`config.mk`:
```
export PLATFORM = sky130hd
export DESIGN_NAME = hsdaoh_fifo_scheduler_flat
export DESIGN_NICKNAME = d
export VERILOG_FILES = /design/src/rtl/hsdaoh_fifo_scheduler_pkg.sv /design/src/rtl/hsdaoh_fifo_scheduler_if.sv /design/src/rtl/hsdaoh_fifo_scheduler_rr_arbiter.sv /design/src/rtl/hsdaoh_fifo_scheduler.sv /design/src/flat_wrapper.sv
export SDC_FILE = /design/constraint.sdc
export NUM_CORES = 1
export LEC_CHECK = 0
export ABC_AREA = 0
export BUFFER_PORTS_ARGS = -buffer_cell sky130_fd_sc_hd__buf_2
export CORE_MARGIN = 2
export CORE_UTILIZATION = 40
export CTS_CLUSTER_DIAMETER = 30
export DETAILED_ROUTE_END_ITERATION = 10
export PLACE_DENSITY = 0.68
export SETUP_SLACK_MARGIN = 0.5
export SYNTH_ARGS = -nofsm -noshare
export SYNTH_HDL_FRONTEND = slang
export SYNTH_HIERARCHICAL = 1
export SYNTH_SLANG_ARGS = --single-unit
```
`constraint.sdc`:
```
create_clock -name clk_data -period 3.9 [get_ports clk_data]
set_clock_uncertainty 0.2 [all_clocks]
set_input_delay 0.585 -clock clk_data [delete_from_list [all_inputs] [get_ports clk_data]]
set_output_delay 0.585 -clock clk_data [all_outputs]
set_load 0.1 [all_outputs]
```
`src/rtl/hsdaoh_fifo_scheduler_pkg.sv`:
```
// Shared types and constants for the hsdaoh FIFO write scheduler.
// The ST_TRAILER state exists only when SCHED_CHECKSUM_EN is defined.
package hsdaoh_sched_pkg;

    localparam int DATA_W  = 16;
    localparam int MAGIC_W = 4;
    localparam int ID_W    = 4;
    localparam int SEQ_W   = 8;

    localparam logic [MAGIC_W-1:0] HDR_MAGIC = 4'hA;

    typedef enum logic [1:0] {
        ST_ARB     = 2'd0,
        ST_HEADER  = 2'd1,
        ST_BURST   = 2'd2
`ifdef SCHED_CHECKSUM_EN
        ,ST_TRAILER = 2'd3
`endif
    } sched_state_e;

    function automatic logic [DATA_W-1:0] make_header(input logic [ID_W-1:0]  id,
                                                      input logic [SEQ_W-1:0] seq);
        return {HDR_MAGIC, id, seq};
    endfunction

endpackage

```
`src/rtl/hsdaoh_fifo_scheduler_if.sv`:
```
// Source-side and FIFO-side signals of the scheduler; master is the scheduler,
// slave is the environment (sources plus FIFO write port).
interface hsdaoh_fifo_scheduler_if #(
    parameter int NUM_SRC = 2
);
    import hsdaoh_sched_pkg::*;

    logic                      enable;
    logic [NUM_SRC-1:0]        src_valid;
    logic [DATA_W*NUM_SRC-1:0] src_data;
    logic [NUM_SRC-1:0]        src_ready;
    logic                      fifo_afull;
    logic                      fifo_full;
    logic                      fifo_winc;
    logic [DATA_W-1:0]         fifo_wdata;
    logic [ID_W-1:0]           grant_id;
    logic [15:0]               drop_cnt;
    logic                      ovf_err;

    modport master (
        input  enable, src_valid, src_data, fifo_afull, fifo_full,
        output src_ready, fifo_winc, fifo_wdata, grant_id, drop_cnt, ovf_err
    );

    modport slave (
        output enable, src_valid, src_data, fifo_afull, fifo_full,
        input  src_ready, fifo_winc, fifo_wdata, grant_id, drop_cnt, ovf_err
    );

endinterface

```
`src/rtl/hsdaoh_fifo_scheduler_rr_arbiter.sv`:
```
// Combinational round-robin search: first requester after `last`, wrapping
// modulo NUM_SRC.
module rr_arbiter
    import hsdaoh_sched_pkg::*;
#(
    parameter int NUM_SRC = 2
) (
    input  logic [NUM_SRC-1:0] req,
    input  logic [ID_W-1:0]    last,
    output logic [ID_W-1:0]    gnt_id,
    output logic               any
);

    logic [15:0] req_pad;
    logic [4:0]  idx;

    // NOTE: every output of a combinational block gets a default first, so no
    // path leaves it unassigned and no latch is inferred.
    always_comb begin
        req_pad = 16'(req);
        gnt_id  = '0;
        any     = 1'b0;
        idx     = '0;
        for (int k = 1; k <= NUM_SRC; k++) begin
            // last < NUM_SRC, so one conditional subtract implements the modulo
            idx = 5'(last) + 5'(k);
            if (idx >= 5'(NUM_SRC)) idx = idx - 5'(NUM_SRC);
            if (!any && req_pad[idx[3:0]]) begin
                any    = 1'b1;
                gnt_id = idx[3:0];
            end
        end
    end

endmodule

```
`src/rtl/hsdaoh_fifo_scheduler.sv`:
```
// Round-robin burst scheduler in front of the hsdaoh async FIFO write port.
// Define SCHED_CHECKSUM_EN to append a 16-bit payload-sum trailer to each burst.
module hsdaoh_fifo_scheduler
    import hsdaoh_sched_pkg::*;
#(
    parameter int NUM_SRC   = 2,
    parameter int BURST_LEN = 256
) (
    input logic                     clk_data,
    input logic                     rst,
    hsdaoh_fifo_scheduler_if.master bus
);

    sched_state_e       state_q, state_d;
    logic [ID_W-1:0]    grant_id_q, last_grant_q, arb_id;
    logic               arb_any;
    logic [SEQ_W-1:0]   seq_q;
    logic [15:0]        beat_q;
    logic [15:0]        drop_cnt_q;
    logic               ovf_err_q;
    logic               winc_q, winc_d;
    logic [DATA_W-1:0]  wdata_q, wdata_d;
    logic [NUM_SRC-1:0] src_ready;
    logic [DATA_W-1:0]  sel_data;
    logic               sel_valid;
    logic               arb_go, hdr_wr, accept, last_beat, drop_any;
`ifdef SCHED_CHECKSUM_EN
    logic [DATA_W-1:0]  sum_q;
    logic               trl_wr;
`endif

    rr_arbiter #(.NUM_SRC(NUM_SRC)) u_arb (
        .req    (bus.src_valid),
        .last   (last_grant_q),
        .gnt_id (arb_id),
        .any    (arb_any)
    );

    always_comb begin
        sel_data  = '0;
        sel_valid = 1'b0;
        for (int i = 0; i < NUM_SRC; i++) begin
            if (grant_id_q == ID_W'(i)) begin
                sel_data  = bus.src_data[DATA_W*i +: DATA_W];
                sel_valid = bus.src_valid[i];
            end
        end
    end

    assign arb_go    = (state_q == ST_ARB) && bus.enable && !bus.fifo_afull && arb_any;
    assign hdr_wr    = (state_q == ST_HEADER) && !bus.fifo_afull;
    assign accept    = (state_q == ST_BURST) && sel_valid && !bus.fifo_afull;
    assign last_beat = accept && (beat_q == 16'(BURST_LEN - 1));
    assign drop_any  = |(bus.src_valid & ~src_ready);
`ifdef SCHED_CHECKSUM_EN
    assign trl_wr    = (state_q == ST_TRAILER) && !bus.fifo_afull;
`endif

    // NOTE: sequential state is updated with non-blocking assignments so every
    // register samples the pre-edge values regardless of process order.
    always_ff @(posedge clk_data or posedge rst) begin
        if (rst) state_q <= ST_ARB;
        else     state_q <= state_d;
    end

    always_comb begin
        state_d = state_q;
        case (state_q)
            ST_ARB:    if (arb_go) state_d = ST_HEADER;
            ST_HEADER: if (hdr_wr) state_d = ST_BURST;
`ifdef SCHED_CHECKSUM_EN
            ST_BURST:   if (last_beat) state_d = ST_TRAILER;
            ST_TRAILER: if (trl_wr)    state_d = ST_ARB;
`else
            ST_BURST:   if (last_beat) state_d = ST_ARB;
`endif
            default:   state_d = ST_ARB;
        endcase
    end

    // Ready is combinational so almost-full backpressure acts in the same cycle
    always_comb begin
        src_ready = '0;
        winc_d    = 1'b0;
        wdata_d   = wdata_q;
        case (state_q)
            ST_HEADER: begin
                if (hdr_wr) begin
                    winc_d  = 1'b1;
                    wdata_d = make_header(grant_id_q, seq_q);
                end
            end
            ST_BURST: begin
                for (int i = 0; i < NUM_SRC; i++)
                    src_ready[i] = (grant_id_q == ID_W'(i)) && !bus.fifo_afull;
                if (accept) begin
                    winc_d  = 1'b1;
                    wdata_d = sel_data;
                end
            end
`ifdef SCHED_CHECKSUM_EN
            ST_TRAILER: begin
                if (trl_wr) begin
                    winc_d  = 1'b1;
                    wdata_d = sum_q;
                end
            end
`endif
            default: ;
        endcase
    end

    always_ff @(posedge clk_data or posedge rst) begin
        if (rst) begin
            winc_q       <= 1'b0;
            wdata_q      <= '0;
            grant_id_q   <= '0;
            last_grant_q <= ID_W'(NUM_SRC - 1);
            seq_q        <= '0;
            beat_q       <= '0;
            drop_cnt_q   <= '0;
            ovf_err_q    <= 1'b0;
        end else begin
            winc_q  <= winc_d;
            wdata_q <= wdata_d;
            if (arb_go)    grant_id_q   <= arb_id;
            if (last_beat) last_grant_q <= grant_id_q;
            if (hdr_wr) begin
                seq_q  <= seq_q + 1'b1;
                beat_q <= '0;
            end else if (accept) begin
                beat_q <= beat_q + 1'b1;
            end
            if (drop_any && drop_cnt_q != 16'hFFFF) drop_cnt_q <= drop_cnt_q + 1'b1;
            if (winc_q && bus.fifo_full)            ovf_err_q  <= 1'b1;
        end
    end

`ifdef SCHED_CHECKSUM_EN
    always_ff @(posedge clk_data or posedge rst) begin
        if (rst)         sum_q <= '0;
        else if (hdr_wr) sum_q <= '0;
        else if (accept) sum_q <= sum_q + sel_data;
    end
`endif

    assign bus.src_ready  = src_ready;
    assign bus.fifo_winc  = winc_q;
    assign bus.fifo_wdata = wdata_q;
    assign bus.grant_id   = grant_id_q;
    assign bus.drop_cnt   = drop_cnt_q;
    assign bus.ovf_err    = ovf_err_q;

endmodule

```
`src/flat_wrapper.sv`:
```
// flat-port wrapper written by rule: the top's interface ports become plain ports
module hsdaoh_fifo_scheduler_flat import hsdaoh_sched_pkg::*;
#(
    parameter int NUM_SRC   = 2,
    parameter int BURST_LEN = 256
)
  (clk_data, rst, bus_enable, bus_src_valid, bus_src_data, bus_fifo_afull, bus_fifo_full, bus_src_ready, bus_fifo_winc, bus_fifo_wdata, bus_grant_id, bus_drop_cnt, bus_ovf_err);
  hsdaoh_fifo_scheduler_if #(.NUM_SRC(NUM_SRC)) bus_i ();
  input logic clk_data;
  input logic rst;
  input wire logic [$bits(bus_i.enable)-1:0] bus_enable;
  input wire logic [$bits(bus_i.src_valid)-1:0] bus_src_valid;
  input wire logic [$bits(bus_i.src_data)-1:0] bus_src_data;
  input wire logic [$bits(bus_i.fifo_afull)-1:0] bus_fifo_afull;
  input wire logic [$bits(bus_i.fifo_full)-1:0] bus_fifo_full;
  output wire logic [$bits(bus_i.src_ready)-1:0] bus_src_ready;
  output wire logic [$bits(bus_i.fifo_winc)-1:0] bus_fifo_winc;
  output wire logic [$bits(bus_i.fifo_wdata)-1:0] bus_fifo_wdata;
  output wire logic [$bits(bus_i.grant_id)-1:0] bus_grant_id;
  output wire logic [$bits(bus_i.drop_cnt)-1:0] bus_drop_cnt;
  output wire logic [$bits(bus_i.ovf_err)-1:0] bus_ovf_err;
  assign bus_i.enable = bus_enable;
  assign bus_i.src_valid = bus_src_valid;
  assign bus_i.src_data = bus_src_data;
  assign bus_i.fifo_afull = bus_fifo_afull;
  assign bus_i.fifo_full = bus_fifo_full;
  assign bus_src_ready = bus_i.src_ready;
  assign bus_fifo_winc = bus_i.fifo_winc;
  assign bus_fifo_wdata = bus_i.fifo_wdata;
  assign bus_grant_id = bus_i.grant_id;
  assign bus_drop_cnt = bus_i.drop_cnt;
  assign bus_ovf_err = bus_i.ovf_err;
  hsdaoh_fifo_scheduler #(.NUM_SRC(NUM_SRC), .BURST_LEN(BURST_LEN)) u_core (.clk_data(clk_data), .rst(rst), .bus(bus_i));
endmodule
```
==> run_summary.xml, run 1 <==
<?xml version="1.0" encoding="UTF-8"?>
<metrics>
  <group name="run_status">
    <metric name="run_status" unit="">completed</metric>
  </group>
  <group name="routing">
    <metric name="vias_post_dr" unit="">2758</metric>
    <metric name="drt_drc_violations_left" unit="">0</metric>
    <metric name="dr.pass1.iters" unit="">4</metric>
    <metric name="initial_drc_count" unit="">148</metric>
    <metric name="wl" unit="um">7660</metric>
    <metric name="routed_via_density" unit="">5.20</metric>
    <metric name="drt-wirelength-per-cell" unit="um">14.5</metric>
    <metric name="postRouteAntennaNets" unit="">0</metric>
  </group>
  <group name="place">
    <metric name="placement.io_buffers" unit="">78</metric>
    <metric name="pre_cts_worst_setup_slack" unit="ns">0.801</metric>
    <metric name="detailed_place_hpwl" unit="um">5620</metric>
    <metric name="numPlacedInstances" unit="">514</metric>
    <metric name="gp_congestion" unit="">0.742</metric>
    <metric name="dpl-instance-area" unit="mm^2">0.00402</metric>
  </group>
  <group name="yosys">
    <metric name="synth_largest_type_area_fraction" unit="%">47.3</metric>
    <metric name="synth_seq_area_share" unit="%">48.0</metric>
    <metric name="netlist_area_before_placement" unit="mm^2">0.00355</metric>
    <metric name="yosys.cell_types.count" unit="">52</metric>
    <metric name="yosys.area.top_type" unit="">dfrtp_1</metric>
    <metric name="synth_most_common_cell" unit="">dfrtp_1</metric>
    <metric name="synth_flop_cell" unit="">dfrtp_1</metric>
    <metric name="synth_commonest_cells" unit="">dfrtp_1, nor2_1, nand2_1, xnor2_1, xor2_1</metric>
    <metric name="synth-async-reset-ratio" unit="%">100</metric>
    <metric name="synth_cells" unit="">339</metric>
    <metric name="syn-mean-instance-area" unit="um^2">10.5</metric>
    <metric name="yosys-top-cells-area" unit="">dfrtp_1, xnor2_1, ha_1</metric>
    <metric name="ys_seq_elements" unit="">68</metric>
    <metric name="yosys_warnings" unit="">6</metric>
    <metric name="synth_enable_flop_cells" unit="">0</metric>
  </group>
  <group name="timing">
    <metric name="relSlewSlack" unit="%">27.1</metric>
    <metric name="hold_viol_final" unit="">0</metric>
    <metric name="finalCritPeriodShare" unit="%">80.0</metric>
    <metric name="holdWs" unit="ns">0.0762</metric>
    <metric name="setup_violations" unit="">0</metric>
    <metric name="worst_slack" unit="ns">0.781</metric>
    <metric name="tightestPinTransition" unit="ns">1.09</metric>
    <metric name="max_slew_violation_total_from_the_final_report" unit="">0</metric>
    <metric name="finalSetupTns" unit="ns">0</metric>
    <metric name="finalWorstPathRequiredPeriod" unit="ns">3.12</metric>
    <metric name="maxClockFrequency" unit="GHz">0.321</metric>
    <metric name="grt_setup_unrepaired" unit="">no</metric>
  </group>
  <group name="critical_path">
    <metric name="critical_path_start_end_classification" unit="">flop to flop</metric>
    <metric name="critical_path.endpoint_type" unit="">flop</metric>
    <metric name="worstPathMaxFanout" unit="">9</metric>
    <metric name="worstPathRequired" unit="ns">3.92</metric>
    <metric name="critical-path-max-stage-delay" unit="ns">0.64</metric>
    <metric name="worst_path_cell_chain" unit="">inv_1, ha_1, inv_1, ha_1, nand4b_1, a31o_1, o21ai_1, nand4b_1, a22oi_1, o21ai_2, mux2_1</metric>
    <metric name="critical_path.n_buffers_inverters" unit="">2</metric>
    <metric name="cpLargestDelayFamily" unit="">compound AO/OA/AOI/OAI gates</metric>
    <metric name="critical_path.slowest_cell" unit="">dfstp_2</metric>
    <metric name="startpoint_kind_of_the_worst_setup_timing_path" unit="">flop</metric>
    <metric name="data_arrival_time_of_the_critical_path" unit="ns">3.14</metric>
  </group>
  <group name="cts">
    <metric name="cts_made_buffers" unit="">9</metric>
    <metric name="root_buffer" unit="">clkbuf_8</metric>
    <metric name="cts_tree" unit="">done</metric>
    <metric name="cts_max_path_buffers" unit="">2</metric>
    <metric name="h_tree_depth_reported_by_cts" unit="">3</metric>
    <metric name="ctsResizeCount" unit="">0</metric>
    <metric name="cts_setup_buffers" unit="">0</metric>
    <metric name="clock_latency" unit="ns">0.34</metric>
    <metric name="cts_sink_cnt" unit="">68</metric>
    <metric name="clk_transition_reported_paths" unit="ns">0.08</metric>
    <metric name="post_cts_hold_buffer_count" unit="">0</metric>
  </group>
  <group name="floorplanning">
    <metric name="initial_core_util" unit="%">40.9</metric>
    <metric name="die-area" unit="mm^2">0.00964</metric>
    <metric name="core" unit="mm^2">0.00868</metric>
    <metric name="die_w" unit="um">98.2</metric>
    <metric name="rows" unit="">34</metric>
    <metric name="io-pin-count" unit="">79</metric>
    <metric name="fp.dieH" unit="um">98.2</metric>
  </group>
  <group name="power">
    <metric name="clockPowerShare" unit="%">15.8</metric>
    <metric name="p_sw" unit="mW">1.81</metric>
    <metric name="share_seq_of_total_power" unit="%">32.0</metric>
    <metric name="finalPower" unit="mW">3.29</metric>
    <metric name="p_int" unit="mW">1.48</metric>
    <metric name="sw_frac_of_total" unit="%">55.1</metric>
    <metric name="leakagePower" unit="nW">2.01</metric>
    <metric name="irDropWorstVdd" unit="uV">856</metric>
    <metric name="power.density_cell_area" unit="mW/mm^2">784</metric>
    <metric name="pwr-share-comb" unit="%">52.2</metric>
  </group>
  <group name="global_route">
    <metric name="first_global_vias" unit="">2734</metric>
    <metric name="grt_pass1_wl" unit="um">13000</metric>
    <metric name="grt_start_max_net_pins" unit="">44</metric>
    <metric name="globalRouteTotalUtil" unit="%">16.6</metric>
    <metric name="grt_antenna_before_repair" unit="">0</metric>
    <metric name="grt-ovfl-total" unit="">0</metric>
  </group>
  <group name="finish">
    <metric name="fin_nets" unit="">469</metric>
    <metric name="fin_cells" unit="">530</metric>
    <metric name="areaGrowthSynthToFinish" unit="%">18.2</metric>
    <metric name="post_route_cells_drive_above_1_share" unit="%">28.4</metric>
    <metric name="fillCellCount" unit="">842</metric>
    <metric name="n_antenna_cell" unit="">0</metric>
    <metric name="finish.instance_area" unit="mm^2">0.00419</metric>
    <metric name="final_core_utilization" unit="%">48.3</metric>
  </group>
  <group name="run">
    <metric name="maxCapViolations" unit="">0</metric>
  </group>
  <group name="worst_hold_path">
    <metric name="holdCritPathClass" unit="">primary input to asynchronous set/reset pin</metric>
  </group>
</metrics>
-- registers in the layout (all words and copies together), names as in the netlist --
name                   cells
u_core/beat_q             16
u_core/bus.grant_id        4
u_core/bus.fifo_winc       1
u_core/state_q             2
u_core/bus.ovf_err         1
u_core/last_grant_q        4
u_core/bus.drop_cnt       16
u_core/seq_q               8
u_core/bus.fifo_wdata     16
-- path summary, 6_finish.rpt --
check                                                         from                                    end  slack, ns  depth (start not counted)
worst min register to register      u_core/bus.ovf_err$_DFFE_PP0P_         u_core/bus.ovf_err$_DFFE_PP0P_       0.26                          1
min in group clk_data                                bus_fifo_full         u_core/bus.ovf_err$_DFFE_PP0P_       0.25                          2
max in group asynchronous                                      rst  u_core/bus.fifo_wdata[13]$_DFFE_PP0P_       2.45                          3
worst max register to register  u_core/last_grant_q[0]$_DFFE_PP1P_          u_core/state_q[1]$_DFFE_PP0P_       0.78                         11
worst min-delay path                                           rst     u_core/bus.drop_cnt[0]$_DFFE_PP0P_       0.08                          2
worst max-delay path            u_core/last_grant_q[0]$_DFFE_PP1P_          u_core/state_q[1]$_DFFE_PP0P_       0.78                         11
-- power groups by stage --
stage,logic (mW),registers (mW),clock network (mW)
2_1_floorplan,0.532,1.97,0
3_3_place_gp,1.70,1.06,0
3_5_place_dp,1.73,1.07,0
4_1_cts,1.73,1.05,0.543
5_1_grt,1.82,1.08,0.576
6_report,1.72,1.05,0.520
-- cells by family (layout without fill, tap and decap cells) --
| group | count (synthesis) | in the layout | synth area share, % |
|---|---|---|---|
| buffers and inverters | 27 | 108 | 3.88 |
| other | 1 | 3 | 0.106 |
| flip-flops | 68 | 68 | 48.0 |
| XOR/XNOR | 37 | 37 | 9.14 |
| adder cells (fa/ha/maj) | 13 | 13 | 4.59 |
| AO/OA/AOI/OAI | 47 | 47 | 10.4 |
| multiplexers | 15 | 15 | 4.59 |
| AND/OR/NAND/NOR | 131 | 131 | 19.3 |
-- cell usage in the layout (no fill, tap or decap), types with 2 or more instances in the layout --
cell type  instances
nand3_1           15
clkinv_4           2
mux2_1             2
buf_4              4
clkinv_2           3
a22oi_1            5
a22o_1             4
and2b_2            3
nor3_1             2
xnor2_1           21
mux2i_1            5
nor4_1             4
nand4_1           15
o31ai_1           12
conb_1             3
inv_1              9
and2_1             2
dfrtp_1           67
nand2_1           27
nand2b_1           3
xor2_1            16
nor2b_1            4
nand4b_1           4
nor2_1            37
a221oi_1          12
nor3_2             2
o21ai_0            3
clkbuf_8          10
ha_1              13
and3_1             5
buf_2             78
mux2_2             8
-- metal layers --
metal / vias to the layer above / global-route usage (%) / share of wire, %
met5: - / 0 / 0
met4: 0 / 4.64 / 0.97
met3: 6 / 5.01 / 6.8
li1: 1358 / - / -
met1: 1308 / 22.1 / 46
met2: 86 / 26.5 / 46
-- area by class of cell --
type                            count  area (um^2)  area share [%]
Clock buffer                       10          138            3.28
Clock inverter                      6         40.0           0.955
Inverter                           10         37.5           0.895
Multi-Input combinational cell    246         1720            41.0
Sequential cell                    68         1700            40.6
Tap cell                          108          135            3.22
Timing Repair Buffer               82          420            10.0
(Power assumes the default switching activity.)
==> inputs of run 2 (changes only) <==
--- a/config.mk
+++ b/config.mk
@@ -11,7 +11,7 @@
 export CORE_UTILIZATION = 40
 export CTS_CLUSTER_DIAMETER = 30
 export DETAILED_ROUTE_END_ITERATION = 10
-export PLACE_DENSITY = 0.68
+export PLACE_DENSITY = 0.7
 export SETUP_SLACK_MARGIN = 0.5
 export SYNTH_ARGS = -nofsm -noshare
 export SYNTH_HDL_FRONTEND = slang
==> constraint.sdc (replaced) <==
create_clock -name clk_data -period 2.51 [get_ports clk_data]
set_clock_uncertainty 0.2 [all_clocks]
set_input_delay 0.3765 -clock clk_data [delete_from_list [all_inputs] [get_ports clk_data]]
set_output_delay 0.3765 -clock clk_data [all_outputs]
set_load 0.1 [all_outputs]
==> run 2 against run 1 <==
Net effect: the flow now finishes with violations (negative setup slack); first-iteration DRC count down 26%; global-route usage up 1.6 points; register-to-register slack worse by 0.91 ns; hold slack worse by 0.035 ns; clock power up 110%; non-clock buffer count up 39; final cell count up 7.4%; sequential power up 58%; sequential share of layout area down 7.8 points; core utilization up 12 points; largest cell class unchanged.
==> run_summary.xml, run 2 (same netlist as run 1, synthesis figures left out) <==
<?xml version="1.0" encoding="UTF-8"?>
<metrics>
  <group name="worst_hold_path">
    <metric name="holdCritPathClass" unit="">primary input to flop</metric>
    <metric name="timing.hold.worst_endpoint" unit="">u_core/bus.ovf_err$_DFFE_PP0P_</metric>
    <metric name="worstHoldStart" unit="">bus_fifo_full</metric>
    <metric name="min_delay_path_depth" unit="">2</metric>
  </group>
  <group name="routing">
    <metric name="drt-wirelength-per-cell" unit="um">15.8</metric>
    <metric name="drt_drc_violations_left" unit="">0</metric>
    <metric name="initial_drc_count" unit="">109</metric>
    <metric name="vias_post_dr" unit="">3050</metric>
    <metric name="wl" unit="um">8980</metric>
    <metric name="routed_via_density" unit="">5.36</metric>
    <metric name="postRouteAntennaNets" unit="">0</metric>
    <metric name="dr.pass1.iters" unit="">4</metric>
  </group>
  <group name="critical_path">
    <metric name="critical_path_start_end_classification" unit="">flop to flop</metric>
    <metric name="cpLargestDelayFamily" unit="">compound AO/OA/AOI/OAI gates</metric>
    <metric name="path_depth" unit="">11</metric>
    <metric name="worst-r2r-cell-count" unit="">11</metric>
    <metric name="critical_path.slowest_cell" unit="">dfstp_2</metric>
    <metric name="startpoint_kind_of_the_worst_setup_timing_path" unit="">flop</metric>
    <metric name="critPathLaunch" unit="">u_core/last_grant_q[0]$_DFFE_PP1P_</metric>
    <metric name="worst_path_cell_chain" unit="">inv_2, ha_4, inv_4, ha_4, nand4b_1, a31o_1, o21ai_1, nand4b_1, a22oi_2, o21ai_2, mux2_1</metric>
    <metric name="worstPathMaxFanout" unit="">3</metric>
    <metric name="regToRegEndpoint" unit="">u_core/state_q[1]$_DFFE_PP0P_</metric>
    <metric name="data_arrival_time_of_the_critical_path" unit="ns">2.67</metric>
    <metric name="critical_path.endpoint_type" unit="">flop</metric>
    <metric name="critical-path-max-stage-delay" unit="ns">0.56</metric>
    <metric name="critical_path.n_buffers_inverters" unit="">2</metric>
    <metric name="worstPathRequired" unit="ns">2.54</metric>
    <metric name="worst_r2r_startpoint" unit="">u_core/last_grant_q[0]$_DFFE_PP1P_</metric>
    <metric name="r2r_slack" unit="ns">-0.13</metric>
  </group>
  <group name="timing">
    <metric name="holdWs" unit="ns">0.0411</metric>
    <metric name="setup_violations" unit="">6</metric>
    <metric name="hold_viol_final" unit="">0</metric>
    <metric name="grt_setup_unrepaired" unit="">yes</metric>
    <metric name="finalSetupTns" unit="ns">-0.563</metric>
    <metric name="finalCritPeriodShare" unit="%">105</metric>
    <metric name="tightestPinTransition" unit="ns">0.816</metric>
    <metric name="finalWorstPathRequiredPeriod" unit="ns">2.64</metric>
    <metric name="worst_slack" unit="ns">-0.126</metric>
    <metric name="relSlewSlack" unit="%">45.5</metric>
    <metric name="maxClockFrequency" unit="GHz">0.379</metric>
    <metric name="max_slew_violation_total_from_the_final_report" unit="">0</metric>
  </group>
  <group name="finish">
    <metric name="fin_cells" unit="">569</metric>
    <metric name="areaGrowthSynthToFinish" unit="%">47.2</metric>
    <metric name="post_route_cells_drive_above_1_share" unit="%">51.8</metric>
    <metric name="most_common_library_cell_in_the_layout_ignoring_fill_and_taps" unit="">buf_2</metric>
    <metric name="final_core_utilization" unit="%">60.2</metric>
    <metric name="fin_nets" unit="">508</metric>
    <metric name="finish.instance_area" unit="mm^2">0.00522</metric>
    <metric name="fillCellCount" unit="">685</metric>
    <metric name="final_cell_mix" unit="">buf_2, dfrtp_1, nor2_1</metric>
    <metric name="n_antenna_cell" unit="">0</metric>
  </group>
  <group name="cts">
    <metric name="cts_made_buffers" unit="">9</metric>
    <metric name="clk_transition_reported_paths" unit="ns">0.08</metric>
    <metric name="cts_max_path_buffers" unit="">2</metric>
    <metric name="clock_latency" unit="ns">0.34</metric>
    <metric name="cts_tree" unit="">done</metric>
    <metric name="h_tree_depth_reported_by_cts" unit="">3</metric>
    <metric name="cts_sink_cnt" unit="">68</metric>
    <metric name="root_buffer" unit="">clkbuf_8</metric>
  </group>
  <group name="power">
    <metric name="finalPower" unit="mW">6.08</metric>
    <metric name="irDropWorstVdd" unit="uV">1050</metric>
    <metric name="leakagePower" unit="nW">2.40</metric>
    <metric name="power.density_cell_area" unit="mW/mm^2">1160</metric>
  </group>
  <group name="global_route">
    <metric name="globalRouteTotalUtil" unit="%">18.2</metric>
    <metric name="grt-ovfl-total" unit="">0</metric>
    <metric name="grt_start_max_net_pins" unit="">56</metric>
    <metric name="grt_antenna_before_repair" unit="">0</metric>
    <metric name="grt_pass1_wl" unit="um">14400</metric>
    <metric name="first_global_vias" unit="">2974</metric>
  </group>
  <group name="floorplanning">
    <metric name="rows" unit="">34</metric>
    <metric name="io-pin-count" unit="">79</metric>
    <metric name="die-area" unit="mm^2">0.00964</metric>
    <metric name="fp.dieH" unit="um">98.2</metric>
    <metric name="core" unit="mm^2">0.00868</metric>
    <metric name="die_w" unit="um">98.2</metric>
    <metric name="initial_core_util" unit="%">40.9</metric>
  </group>
  <group name="run">
    <metric name="maxCapViolations" unit="">0</metric>
  </group>
  <group name="place">
    <metric name="numPlacedInstances" unit="">527</metric>
    <metric name="dpl-instance-area" unit="mm^2">0.00432</metric>
    <metric name="pre_cts_worst_setup_slack" unit="ns">-0.150</metric>
    <metric name="detailed_place_hpwl" unit="um">5800</metric>
    <metric name="gp_congestion" unit="">0.779</metric>
    <metric name="placement.io_buffers" unit="">78</metric>
  </group>
  <group name="run_status">
    <metric name="run_status" unit="">complete, but fails checks</metric>
    <metric name="failed_checks" unit="">negative setup slack</metric>
  </group>
</metrics>
[run 2: area by class of cell]
type / instances / area, um^2 / area share (%)
clock buffers: 10 / 128 / 2.44
multi-input cells: 246 / 2220 / 42.5
clock inverters: 6 / 113 / 2.16
inverters: 10 / 47.5 / 0.910
well taps: 108 / 135 / 2.59
flip-flops and latches: 68 / 1720 / 32.8
repair buffers: 121 / 863 / 16.5
[run 2: routing by layer]
metal	global-route usage, %	share of wire [%]	wire length [um]
met5	0	0	0
met4	4.43	0.85	76
met3	3.94	6.4	579
met2	30.5	50	4510
met1	24.2	42	3810
[run 2: report_power, final]
group / switching [mW] / leakage (nW) / internal, mW / total [mW]
registers: 0.278 / 0.875 / 1.38 / 1.66
clock network: 0.432 / 0.120 / 0.662 / 1.09
logic: 2.40 / 1.41 / 0.928 / 3.32
total: 3.11 / 2.40 / 2.97 / 6.08
[run 2: worst max-delay path by stage]
stage,endpoint,slack (ns)
global placement,u_core/state_q[0]$_DFFE_PP0P_,-0.06
global route,u_core/state_q[1]$_DFFE_PP0P_,-0.22
finish,u_core/state_q[1]$_DFFE_PP0P_,-0.13
floorplan,u_core/state_q[0]$_DFFE_PP0P_,-0.26
detailed placement,u_core/state_q[0]$_DFFE_PP0P_,-0.15
CTS,u_core/state_q[0]$_DFFE_PP0P_,-0.12
[run 2: timing repair]
item,in CTS,in global routing
gates cloned,1,0
pin swaps,32,29
hold buffers,1,0
endpoints found under the hold margin,12,0
buffers inserted,14,10
resized for setup,44,51
setup endpoints to repair,66,63
